`config.mk`:
```
export PLATFORM = sky130hd
export DESIGN_NAME = raster_bitmap_collector_flat
export DESIGN_NICKNAME = d
export VERILOG_FILES = /design/src/rtl/raster_bitmap_collector_if.sv /design/src/rtl/raster_bitmap_collector.sv /design/src/flat_wrapper.sv
export SDC_FILE = /design/constraint.sdc
export NUM_CORES = 1
export LEC_CHECK = 0
export BUFFER_PORTS_ARGS = -buffer_cell sky130_fd_sc_hd__buf_2
export CAP_MARGIN = 20
export CORE_MARGIN = 1.5
export CORE_UTILIZATION = 40
export DETAILED_ROUTE_END_ITERATION = 10
export PLACE_DENSITY_LB_ADDON = 0.1
export SYNTH_ARGS = -nofsm -noshare
export SYNTH_HDL_FRONTEND = slang
export SYNTH_SLANG_ARGS = --single-unit
```
`constraint.sdc`:
```
create_clock -name clk -period 3 [get_ports clk]
set_input_delay 0.3 -clock clk [delete_from_list [all_inputs] [get_ports clk]]
set_output_delay 0.3 -clock clk [all_outputs]
set_load 0.01 [all_outputs]
```
`src/rtl/raster_bitmap_collector_if.sv`:
```
// Pixel-in / row-out bundle for raster_bitmap_collector.
// master = rasteriser plus row consumer side, slave = the collector.
interface raster_bitmap_collector_if #(
   parameter int COORD_W = 3,
   parameter int CNT_W   = 7
);
   localparam int GRID = 1 << COORD_W;

   logic               tri_busy;
   logic               po;
   logic [COORD_W-1:0] xo;
   logic [COORD_W-1:0] yo;
   logic               row_vld;
   logic               row_rdy;
   logic [COORD_W-1:0] row_idx;
   logic [GRID-1:0]    row_data;
   logic [CNT_W-1:0]   pix_cnt;
   logic               frame_done;
   logic               dup_err;
   logic               drop_err;

   modport master (
      output tri_busy, po, xo, yo, row_rdy,
      input  row_vld, row_idx, row_data, pix_cnt, frame_done, dup_err, drop_err
   );

   modport slave (
      input  tri_busy, po, xo, yo, row_rdy,
      output row_vld, row_idx, row_data, pix_cnt, frame_done, dup_err, drop_err
   );
endinterface

```
`src/rtl/raster_bitmap_collector.sv`:
```
// raster_bitmap_collector: marks rasterised pixels in a GRID x GRID bitmap,
// counts distinct pixels, and streams the bitmap out row by row once the
// triangle ends, then clears itself for the next triangle.
// Optional feature macro: BBOX_TRACK_EN adds bounding-box outputs
// bb_xmin/bb_xmax/bb_ymin/bb_ymax.
//
//  state     | meaning
//  ----------+-----------------------------------------------------------
//  S_IDLE    | waiting for tri_busy rise; pixels still captured
//  S_COLLECT | triangle in progress; pixels captured until tri_busy falls
//  S_READ    | bitmap rows offered on row_vld/row_rdy, row rd_ptr
//  S_CLEAR   | one cycle wiping bitmap, count and read pointer
module raster_bitmap_collector #(
   parameter int COORD_W = 3,
   parameter int CNT_W   = 7
) (
   input  logic clk,
   input  logic reset_n,
   raster_bitmap_collector_if.slave bus
`ifdef BBOX_TRACK_EN
   ,
   output logic [COORD_W-1:0] bb_xmin,
   output logic [COORD_W-1:0] bb_xmax,
   output logic [COORD_W-1:0] bb_ymin,
   output logic [COORD_W-1:0] bb_ymax
`endif
);
   localparam int GRID = 1 << COORD_W;

   typedef enum logic [1:0] {S_IDLE, S_COLLECT, S_READ, S_CLEAR} state_t;

   state_t                      state;
   logic                        busy_q;
   logic [COORD_W-1:0]          rd_ptr;
   logic                        frame_done;
   logic [GRID-1:0][GRID-1:0]   bitmap;
   logic [CNT_W-1:0]            pix_cnt;
   logic                        dup_err;
   logic                        drop_err;

   logic rise;
   logic fall;
   logic capture_win;
   logic accept;
   logic hit;

   assign rise        = bus.tri_busy & ~busy_q;
   assign fall        = ~bus.tri_busy & busy_q;
   assign capture_win = (state == S_IDLE) || (state == S_COLLECT);
   assign accept      = bus.po & capture_win;
   assign hit         = bitmap[bus.yo][bus.xo];

   // Sequencer: edge detect on tri_busy, state, read pointer, frame_done pulse
   always_ff @(posedge clk or negedge reset_n) begin
      if (!reset_n) begin
         state      <= S_IDLE;
         busy_q     <= 1'b0;
         rd_ptr     <= '0;
         frame_done <= 1'b0;
      end else begin
         busy_q     <= bus.tri_busy;
         frame_done <= 1'b0;
         case (state)
            S_IDLE: begin
               if (rise) state <= S_COLLECT;
            end
            S_COLLECT: begin
               if (fall) begin
                  state      <= S_READ;
                  frame_done <= 1'b1;
               end
            end
            S_READ: begin
               if (bus.row_rdy) begin
                  rd_ptr <= rd_ptr + COORD_W'(1);
                  if (&rd_ptr) state <= S_CLEAR;
               end
            end
            S_CLEAR: begin
               rd_ptr <= '0;
               state  <= S_IDLE;
            end
            default: state <= S_IDLE;
         endcase
      end
   end

   // Bitmap, distinct-pixel count and sticky error flags
   always_ff @(posedge clk or negedge reset_n) begin
      if (!reset_n) begin
         bitmap   <= '0;
         pix_cnt  <= '0;
         dup_err  <= 1'b0;
         drop_err <= 1'b0;
      end else begin
         // Pixels during readout or clear would corrupt the frame being read
         if (bus.po && !capture_win) drop_err <= 1'b1;
         if (state == S_CLEAR) begin
            bitmap  <= '0;
            pix_cnt <= '0;
         end else if (accept) begin
            if (hit) begin
               dup_err <= 1'b1;
            end else begin
               bitmap[bus.yo][bus.xo] <= 1'b1;
               if (pix_cnt != '1) pix_cnt <= pix_cnt + CNT_W'(1);
            end
         end
      end
   end

`ifdef BBOX_TRACK_EN
   // Bounding box of accepted pixels; empty box is min=all-ones, max=0
   always_ff @(posedge clk or negedge reset_n) begin
      if (!reset_n) begin
         bb_xmin <= '1;
         bb_xmax <= '0;
         bb_ymin <= '1;
         bb_ymax <= '0;
      end else if (state == S_CLEAR) begin
         bb_xmin <= '1;
         bb_xmax <= '0;
         bb_ymin <= '1;
         bb_ymax <= '0;
      end else if (accept) begin
         if (bus.xo < bb_xmin) bb_xmin <= bus.xo;
         if (bus.xo > bb_xmax) bb_xmax <= bus.xo;
         if (bus.yo < bb_ymin) bb_ymin <= bus.yo;
         if (bus.yo > bb_ymax) bb_ymax <= bus.yo;
      end
   end
`endif

   // Row output is taken straight from registers so it drops on async reset
   assign bus.row_vld    = (state == S_READ);
   assign bus.row_idx    = rd_ptr;
   assign bus.row_data   = bitmap[rd_ptr];
   assign bus.pix_cnt    = pix_cnt;
   assign bus.frame_done = frame_done;
   assign bus.dup_err    = dup_err;
   assign bus.drop_err   = drop_err;
endmodule

```
`src/flat_wrapper.sv`:
```
// flat-port wrapper written by rule: the top's interface ports become plain ports
module raster_bitmap_collector_flat 
#(
   parameter int COORD_W = 3,
   parameter int CNT_W   = 7
)
  (clk, reset_n, bus_tri_busy, bus_po, bus_xo, bus_yo, bus_row_rdy, bus_row_vld, bus_row_idx, bus_row_data, bus_pix_cnt, bus_frame_done, bus_dup_err, bus_drop_err);
  raster_bitmap_collector_if #(.COORD_W(COORD_W), .CNT_W(CNT_W)) bus_i ();
  input  logic clk;
  input  logic reset_n;
  input wire logic [$bits(bus_i.tri_busy)-1:0] bus_tri_busy;
  input wire logic [$bits(bus_i.po)-1:0] bus_po;
  input wire logic [$bits(bus_i.xo)-1:0] bus_xo;
  input wire logic [$bits(bus_i.yo)-1:0] bus_yo;
  input wire logic [$bits(bus_i.row_rdy)-1:0] bus_row_rdy;
  output wire logic [$bits(bus_i.row_vld)-1:0] bus_row_vld;
  output wire logic [$bits(bus_i.row_idx)-1:0] bus_row_idx;
  output wire logic [$bits(bus_i.row_data)-1:0] bus_row_data;
  output wire logic [$bits(bus_i.pix_cnt)-1:0] bus_pix_cnt;
  output wire logic [$bits(bus_i.frame_done)-1:0] bus_frame_done;
  output wire logic [$bits(bus_i.dup_err)-1:0] bus_dup_err;
  output wire logic [$bits(bus_i.drop_err)-1:0] bus_drop_err;
  assign bus_i.tri_busy = bus_tri_busy;
  assign bus_i.po = bus_po;
  assign bus_i.xo = bus_xo;
  assign bus_i.yo = bus_yo;
  assign bus_i.row_rdy = bus_row_rdy;
  assign bus_row_vld = bus_i.row_vld;
  assign bus_row_idx = bus_i.row_idx;
  assign bus_row_data = bus_i.row_data;
  assign bus_pix_cnt = bus_i.pix_cnt;
  assign bus_frame_done = bus_i.frame_done;
  assign bus_dup_err = bus_i.dup_err;
  assign bus_drop_err = bus_i.drop_err;
  raster_bitmap_collector #(.COORD_W(COORD_W), .CNT_W(CNT_W)) u_core (.clk(clk), .reset_n(reset_n), .bus(bus_i));
endmodule
```
Yosys cells after proc, flatten, opt, wreduce, memory -nomap -nowiden
Cells that the tools add are included.
Word-level totals
  register bits: 80
  input bits: 11
  output and inout bits: 22
  logic and storage cells: 79
Cells by class
  add/sub/neg operators: 2
  order comparisons: 5
  eq/ne operators: 9
  mux-type cells: 26
  bitwise operators: 7
  reductions and logical operators: 15
Operators with widths (count)
  64-bit 2-to-1 mux: 3
  64-bit OR: 1
  8-bit binary-select mux with 3-bit select: 2
  7-bit 2-to-1 mux: 4
  8-bit demux with 3-bit select: 1
  8-bit 2-to-1 mux: 3
  3-bit by 4-bit less-than comparator with 1-bit output, second input constant: 3
  3-bit AND reduction: 3
  2-bit 2-to-1 mux: 4
  2-bit one-hot mux with 4 select lines: 1
  7-bit by 1-bit adder with 7-bit output, second input constant: 1
  7-bit != test, second input constant: 1
  3-bit by 1-bit greater-or-equal comparator with 1-bit output, second input constant: 2
  2-bit by 1-bit != test with 1-bit output, second input constant: 3
  3-bit one-hot mux with 2 select lines: 1
  2-bit nonzero test: 3
  2-bit equality test, second input constant: 2
  1-bit 2-to-1 mux: 4
  2-bit != test, second input constant: 2
  2-bit AND reduction: 2
  4-bit AND reduction: 1
  3-bit by 1-bit adder with 3-bit output, second input constant: 1
  1-bit bitwise AND: 3
  1-bit binary-select mux with 3-bit select: 1
  other kinds (8): 12

Logic depth before layout (Yosys ltp)
Gate-level depths: netlist (run 1).
  word-level depth: 10
  gate-level depth with buffers: 11
  gate-level depth less buffers: 7

Worst setup path after synthesis (run 1)
No wires, ideal clock.
  path type: flip-flop to output port
  start: reg u_core.rd_ptr[0] (netlist: u_core.bus.row_idx[0])
  end: out bus_row_data[0]
  arrival: 2221 ps
  required time: 2700 ps
  setup slack: 479 ps
  stages on the path, launching flop included: 5
  path buffers: 2
  cells stage by stage: dfrtp_1 clkbuf_1 buf_1 mux4_2 o21ai_0
On the way
  word-level cells in the longest chain between the ends: 2
Ends and longest elaborated chain
  start, declared: line raster_bitmap_collector.sv:34  | logic [COORD_W-1:0] rd_ptr;
  start signal, assigned: line raster_bitmap_collector.sv:75  | rd_ptr <= rd_ptr + COORD_W'(1);
  8-bit binary-select mux with 3-bit select: line raster_bitmap_collector.sv:137  | assign bus.row_data = bitmap[rd_ptr];
  8-bit 2-to-1 mux (not written as such): line raster_bitmap_collector.sv:137
  end, declared: line flat_wrapper.sv:18  | output wire logic [$bits(bus_i.row_data)-1:0] bus_row_data;
Every way passes these cells. The select of a mux whose other input is x is not followed.

Final worst setup path (run 1)
  start: reg u_core.bitmap[25] (netlist name)
  end: reg u_core.bitmap[59] (netlist name)
On the way
  word-level cells in the longest chain between the ends: 6
Ends and longest elaborated chain
  start, declared: line raster_bitmap_collector.sv:36  | logic [GRID-1:0][GRID-1:0] bitmap;
  start signal, assigned: line raster_bitmap_collector.sv:91  | bitmap <= '0;
  start signal, assigned: line raster_bitmap_collector.sv:99  | bitmap <= '0;
  start signal, assigned by index: line raster_bitmap_collector.sv:105  | bitmap[bus.yo][bus.xo] <= 1'b1;
  8-bit binary-select mux with 3-bit select: line raster_bitmap_collector.sv:51  | assign hit = bitmap[bus.yo][bus.xo];
  8-bit 2-to-1 mux (not written as such): line raster_bitmap_collector.sv:51
  1-bit binary-select mux with 3-bit select: line raster_bitmap_collector.sv:51
  1-bit 2-to-1 mux (not written as such): line raster_bitmap_collector.sv:51
  2-bit != test (no source line)
  2-bit AND reduction (no source line)
Every way passes these cells. The select of a mux whose other input is x is not followed.
A chain may end at the register's enable or synchronous reset.

==> out/summary.txt, run 1 <==
outcome = complete, no violations
Fmax = 0.393 GHz
area grow syn2layout = 14.0%
die width = 109 um
slowest CP cell = or3_1
Worst-Margin Slew = 0.579 ns
startpoint types = flop
count of final setup violators = 0
H-tree Lvls = 3
hpwl dp = 7940 um
Die Height = 109 um
via count = 3404
mean area per synthesized cell = 10.8 um2
worst path buffer plus inverter count = 0
ANT nets after route = 0
Hold Path Class = in -> reg
GP Congestion = 0.812
gr usage total = 22.0%
top_reg_cell synth = dfrtp_1
Yosys reg bits = 80
clock transition at the registers of the reported paths = 0.09 ns
worst hold path cell count = 1
post-synthesis xor/xnor area fraction = 0%
Die Area = 11800 um2
leak pwr = 2.16 nW
Worst Clk Skew = 0.0151 ns
Final TNS setup = 0 ns
share of the yosys chip area belonging to registers = 44.8%
drt first pass iters = 4
RR Endpoint = u_core.bitmap[59]
Clock Path Buffers = 2
PwrDens = 651 nW/um2
post-synthesis adder-cell area fraction = 1.96%
share of post-route cells with drive strength above 1 = 25.2%
R2R depth = 7
CP peak stage delay = 0.59 ns
Std-Cell Rows = 38
YS warnings = 0
Async S/R FF share, synth = 100%
CTS Buf Count = 9
delay-heaviest family, CP = simple AND/OR/NAND/NOR gates
Non-Filler Instances = 588
Fin. Hold Viols = 0
crit path DAT = 2.81 ns
vias in the first global route = 3414
clk_lat worst skew = 0.36 ns
largest net degree at the start of global routing = 81
Iter 0 DRT Violations = 148
post-synthesis simple-gate area fraction = 11.6%
unrepaired setup endpoints after global routing = no
metal1 wirelength = 5320 um
ANT cells = 0
largest family of logic cells by synthesized area = compound AO/OA/AOI/OAI gates
top routing layer in use = met4
total gr overflow = 0
Post-Syn Nets = 431
initial antenna violation count = 0
Via density = 5.79
mux cell area share after synthesis = 15.7%
worst r2r src = u_core.bitmap[25]
Max Slew Vio Count = 0
crit end category = flop
final critical-path share of the clock period = 84.8%
worst endpoint required time = 3.27 ns
Synth cell types = 49
compound-gate portion of the synthesized area = 18.6%
drt wl/cell = 20.4 um
I/O Pins = 33
crit-path cells = mux4_2 > o22ai_1 > nor2_1 > nor4_4 > nand3_4 > or3_1 > o2bb2ai_1
EDFF count, synth = 0
Syn Std Cell Area = 4470 um2
CTS sink count = 80
worst vdd ir = 0.000545 V
Period minus WS final = 2.54 ns
critical path type = reg -> reg
Hold Crit Start = bus_tri_busy
hold worst-path end = u_core.busy_q
Met3 Wirelength = 680 um
placed cell count = 570
met2 WL = 5660 um
first-pass GRT wire length = 19300 um
Max-slew headroom = 61.4%
flop-to-flop setup slack = 0.46 ns
number of max-cap violations = 0
fin nets = 461
CTS root buffer = clkbuf_8
port bufs = 32
core area = 10900 um2
total length of routed wires = 12000 um
CTS tree = done
post-synthesis cell count = 413
Max FO, Critical Path = 10
Initial Util = 41.0%
# DRC = 0
metal layers:
| metal | up-vias | GRT usage (%) |
|---|---|---|
| met5 | - | 0 |
| met1 | 1689 | 30.4 |
| met2 | 109 | 35.0 |
| li1 | 1582 | - |
| met4 | 0 | 9.40 |
| met3 | 24 | 2.99 |
cell usage after synthesis, drive strengths merged, types with 5 or more instances:
master	number	area [um2]
o2bb2ai	27	236
o21ai	12	60.1
ha	7	87.6
dfrtp	80	2000
mux2	14	158
a21oi	7	35.0
buf	16	93.8
mux4	18	405
mux2i	14	140
nand2	24	90.1
nor3	7	35.0
o22ai	40	300
nor2b	6	37.5
nand2b	5	31.3
inv	45	169
nand3	10	62.6
clkbuf	17	63.8
nor2	18	67.6
worst reg2reg max path, delay by kind of cell (launching register included):
family | cells | cell delay, ns
multiplexers | 1 | 0.46
AND/OR/NAND/NOR | 4 | 1.25
flip-flops | 1 | 0.38
AO/OA/AOI/OAI | 2 | 0.37
worst max-delay path by stage:
stage	startpoint	to	cells past startpoint
2_1_floorplan	u_core.bus.row_idx[0]	bus_row_data[0]	4
3_3_place_gp	bus_yo[2]	u_core.bitmap[59]	8
3_5_place_dp	bus_yo[2]	u_core.bitmap[59]	8
4_1_cts	u_core.bitmap[25]	u_core.bitmap[59]	7
5_1_grt	u_core.bitmap[28]	u_core.bitmap[59]	7
6_report	u_core.bitmap[25]	u_core.bitmap[59]	7
placed cells by master (no fill, tap or decap), drive strengths merged, types with 5 or more instances in the layout:
master | synthesis | routed
clkbuf | 17 | 11
nand2b | 5 | 5
o21ai | 12 | 12
inv | 45 | 45
o2bb2ai | 27 | 27
nor2 | 18 | 18
nand2 | 24 | 24
buf | 16 | 51
o22ai | 40 | 40
nand3 | 10 | 10
a21oi | 7 | 7
ha | 7 | 7
nor3 | 7 | 7
mux2 | 14 | 14
mux4 | 18 | 18
nor2b | 6 | 6
mux2i | 14 | 14
dfrtp | 80 | 80
logic make-up (layout without fill, tap and decap cells):
logic type / count (synthesis) / count (layout)
adders and majority gates: 7 / 7
and+or+nand+nor: 94 / 94
AOI/OAI and AO/OA: 108 / 108
DFF: 80 / 80
buffers and inverters: 78 / 113
muxes: 46 / 46
sequential cells by signal, summed over array words and instances (netlist names):
register / flops
u_core.bitmap: 64
u_core.bus.pix_cnt: 7
u_core.bus.row_idx: 3
u_core.state: 2
u_core.bus.drop_err: 1
u_core.bus.dup_err: 1
u_core.bus.frame_done: 1
u_core.busy_q: 1
cell type report:
type / instances / area, um2
multi-input cells: 255 / 2140
well taps: 140 / 175
repair buffers: 52 / 335
clock inverters: 5 / 128
clock buffers: 11 / 141
fillers: 1011 / 5800
inverters: 45 / 169
flip-flops and latches: 80 / 2000
what timing repair did:
item | in CTS | in global routing
gates resized for setup | 0 | 0
buffers inserted | 0 | 0
hold buffers | 0 | 1
hold endpoints to repair | 0 | 29
stage by stage:
step | total power [mW] | setup slack, ns | utilization, % | hold slack (ns) | area, um2
3_5_place_dp | 2.28 | 0.175 | 44.0 | 0.442 | 4790
6_report | 3.31 | 0.457 | 46.8 | 0.0709 | 5090
4_1_cts | 3.34 | 0.458 | 46.4 | 0.0587 | 5050
2_1_floorplan | 1.95 | 0.479 | - | 0.00441 | 4470
3_3_place_gp | 2.27 | 0.206 | 44.0 | 0.436 | 4790
5_1_grt | 3.48 | 0.351 | 46.8 | 0.0640 | 5090
report_power, final:
part           internal [mW]  leakage (nW)  total [mW]  switching, mW
sequential              1.17          1.10        1.25         0.0794
combinational          0.365         0.938        1.00          0.638
clock                  0.661         0.130        1.06          0.401
Note: power is estimated with default switching activity, not from simulation.
==> inputs of run 2 (changes only) <==
clock period = 2.3 ns   (was 3 ns; I/O delays follow)
==> run 2 against run 1 <==
  * The flow now finishes with violations (negative setup slack)
  * Total power increased by 29%
  * Combinational power increased by 56%
  * First-iteration DRC count increased by 58%
  * Maximum frequency increased by 1.8%
  * Critical path depth unchanged
==> out/summary.txt, run 2 (synthesis results as in run 1) <==
gr usage total = 23.7%
CTS tree = done
Std-Cell Rows = 38
worst r2r src = u_core.bitmap[28]
slowest CP cell = or4_4
Max FO, Critical Path = 8
max reg flops = 64
worst path buffer plus inverter count = 0
CP peak stage delay = 0.63 ns
number of max-cap violations = 0
ANT nets after route = 0
first-pass GRT wire length = 20600 um
busiest layer in global routing = met2
fin nets = 505
H-tree Lvls = 3
placed cell area = 5120 um2
# DRC = 0
crit path DAT = 2.79 ns
drt first pass iters = 5
die width = 109 um
RR Endpoint = u_core.bitmap[16]
post-route cell area = 5590 um2
hpwl dp = 9190 um
worst vdd ir = 0.000401 V
Worst Slack Setup Final = -0.197 ns
clock transition at the registers of the reported paths = 0.08 ns
commonest non-fill, non-tap cell in the layout = dfrtp_1
largest register by flop count = u_core.bitmap
core area = 10900 um2
Worst path most repeated cell = o22ai_2
failing checks = negative setup slack
Hold Path Class = in -> reg
Worst-Margin Slew = 0.572 ns
delay-heaviest family, CP = simple AND/OR/NAND/NOR gates
flop-to-flop setup slack = -0.20 ns
Fmax = 0.401 GHz
Die Area = 11800 um2
crit end category = flop
vias in the first global route = 3597
GP Congestion = 0.871
PwrDens = 763 nW/um2
Max Slew Vio Count = 0
commonest non-fill, non-tap cells in the layout = 79 x dfrtp_1, 48 x buf_4, 45 x inv_1, 31 x buf_2, 30 x o22ai_1
total gr overflow = 0
share of post-route cells with drive strength above 1 = 36.6%
via count = 3636
R2R depth = 7
CTS sink count = 80
final critical-path share of the clock period = 109%
hold worst-path end = u_core.bus.drop_err
Final TNS setup = -7.86 ns
Worst Clk Skew = 0.0119 ns
count of final setup violators = 69
total length of routed wires = 13200 um
drt wl/cell = 20.9 um
worst hold path cell count = 2
leak pwr = 2.41 nW
Iter 0 DRT Violations = 234
port bufs = 32
ANT cells = 0
largest net degree at the start of global routing = 48
Max-slew headroom = 61.8%
Clock Path Buffers = 2
clk_lat worst skew = 0.37 ns
initial antenna violation count = 0
Via density = 5.75
Fin. Hold Viols = 0
grt met1 use = 34.7%
critical path type = reg -> reg
outcome = finished, violations left
Period minus WS final = 2.50 ns
Hold Crit Start = bus_po
crit-path cells = mux4_2 > o22ai_2 > nor2_2 > nor4_4 > nand3_4 > or4_4 > o22ai_2
grt met3 use = 4.54%
CTS Buf Count = 9
CTS root buffer = clkbuf_8
I/O Pins = 33
startpoint types = flop
unrepaired setup endpoints after global routing = yes
worst endpoint required time = 2.59 ns
area grow syn2layout = 25.1%
GR met2 Demand/Resource = 35.8%
Die Height = 109 um
Initial Util = 41.0%
## run 2: worst max-delay path by stage
stage,start,endpoint,cells past startpoint
after floorplan,bus_yo[0],u_core.bitmap[18],9
after global placement,bus_yo[1],u_core.bus.pix_cnt[3],10
after global routing,u_core.bitmap[28],u_core.bitmap[16],7
after detailed placement,bus_yo[1],u_core.bus.pix_cnt[3],10
after CTS,u_core.bitmap[28],u_core.bitmap[16],7
final,u_core.bitmap[28],u_core.bitmap[16],7
## run 2: repair_timing
action | CTS | global route
hold buffers | 2 | 0
pin swaps | 3 | 7
setup buffers | 2 | 1
gates cloned | 0 | 0
resized for setup | 2 | 43
endpoints found under the hold margin | 35 | 0
endpoints found under the setup margin | 69 | 72
## run 2: final cells by class
cell class	instances	area [um2]
fillers	993	5300
multi-input cells	255	2310
flip-flops and latches	80	2000
repair buffers	96	731
well taps	140	175
inverters	45	169
clock buffers	11	141
clock inverters	5	56.3
## run 2: metrics by stage
step                      worst slack [ns]  total power, mW  hold WS (ns)  utilization (%)  std cells
after floorplan                     0.0112             2.55       -0.0656                -        413
after global placement              -0.388             3.06         0.236             47.0        611
after detailed placement            -0.348             3.09         0.232             47.0        611
after CTS                           -0.175             4.18        0.0639             49.2        631
after global routing                -0.302             4.49        0.0720             51.3        632
final                               -0.197             4.27        0.0725             51.3        632
## run 2: worst reg2reg max path: stages (launching register included)
cell     delay [ns]
dfrtp_1        0.40
mux4_2         0.48
o22ai_2        0.17
nor2_2         0.06
nor4_4         0.39
nand3_4        0.15
or4_4          0.63
o22ai_2        0.14
## run 2: metal layers
metal  part of all wire [%]  up-vias
met4                    1.4        0
met5                      0        -
li1                       -     1669
met2                     46       96
met3                    4.4       16
met1                     48     1855
## run 2: where the power goes
part | leakage [nW] | total, mW | switching, mW | internal [mW]
clock network | 0.0993 | 1.07 | 0.536 | 0.530
logic | 1.22 | 1.56 | 0.944 | 0.614
registers | 1.09 | 1.64 | 0.116 | 1.53
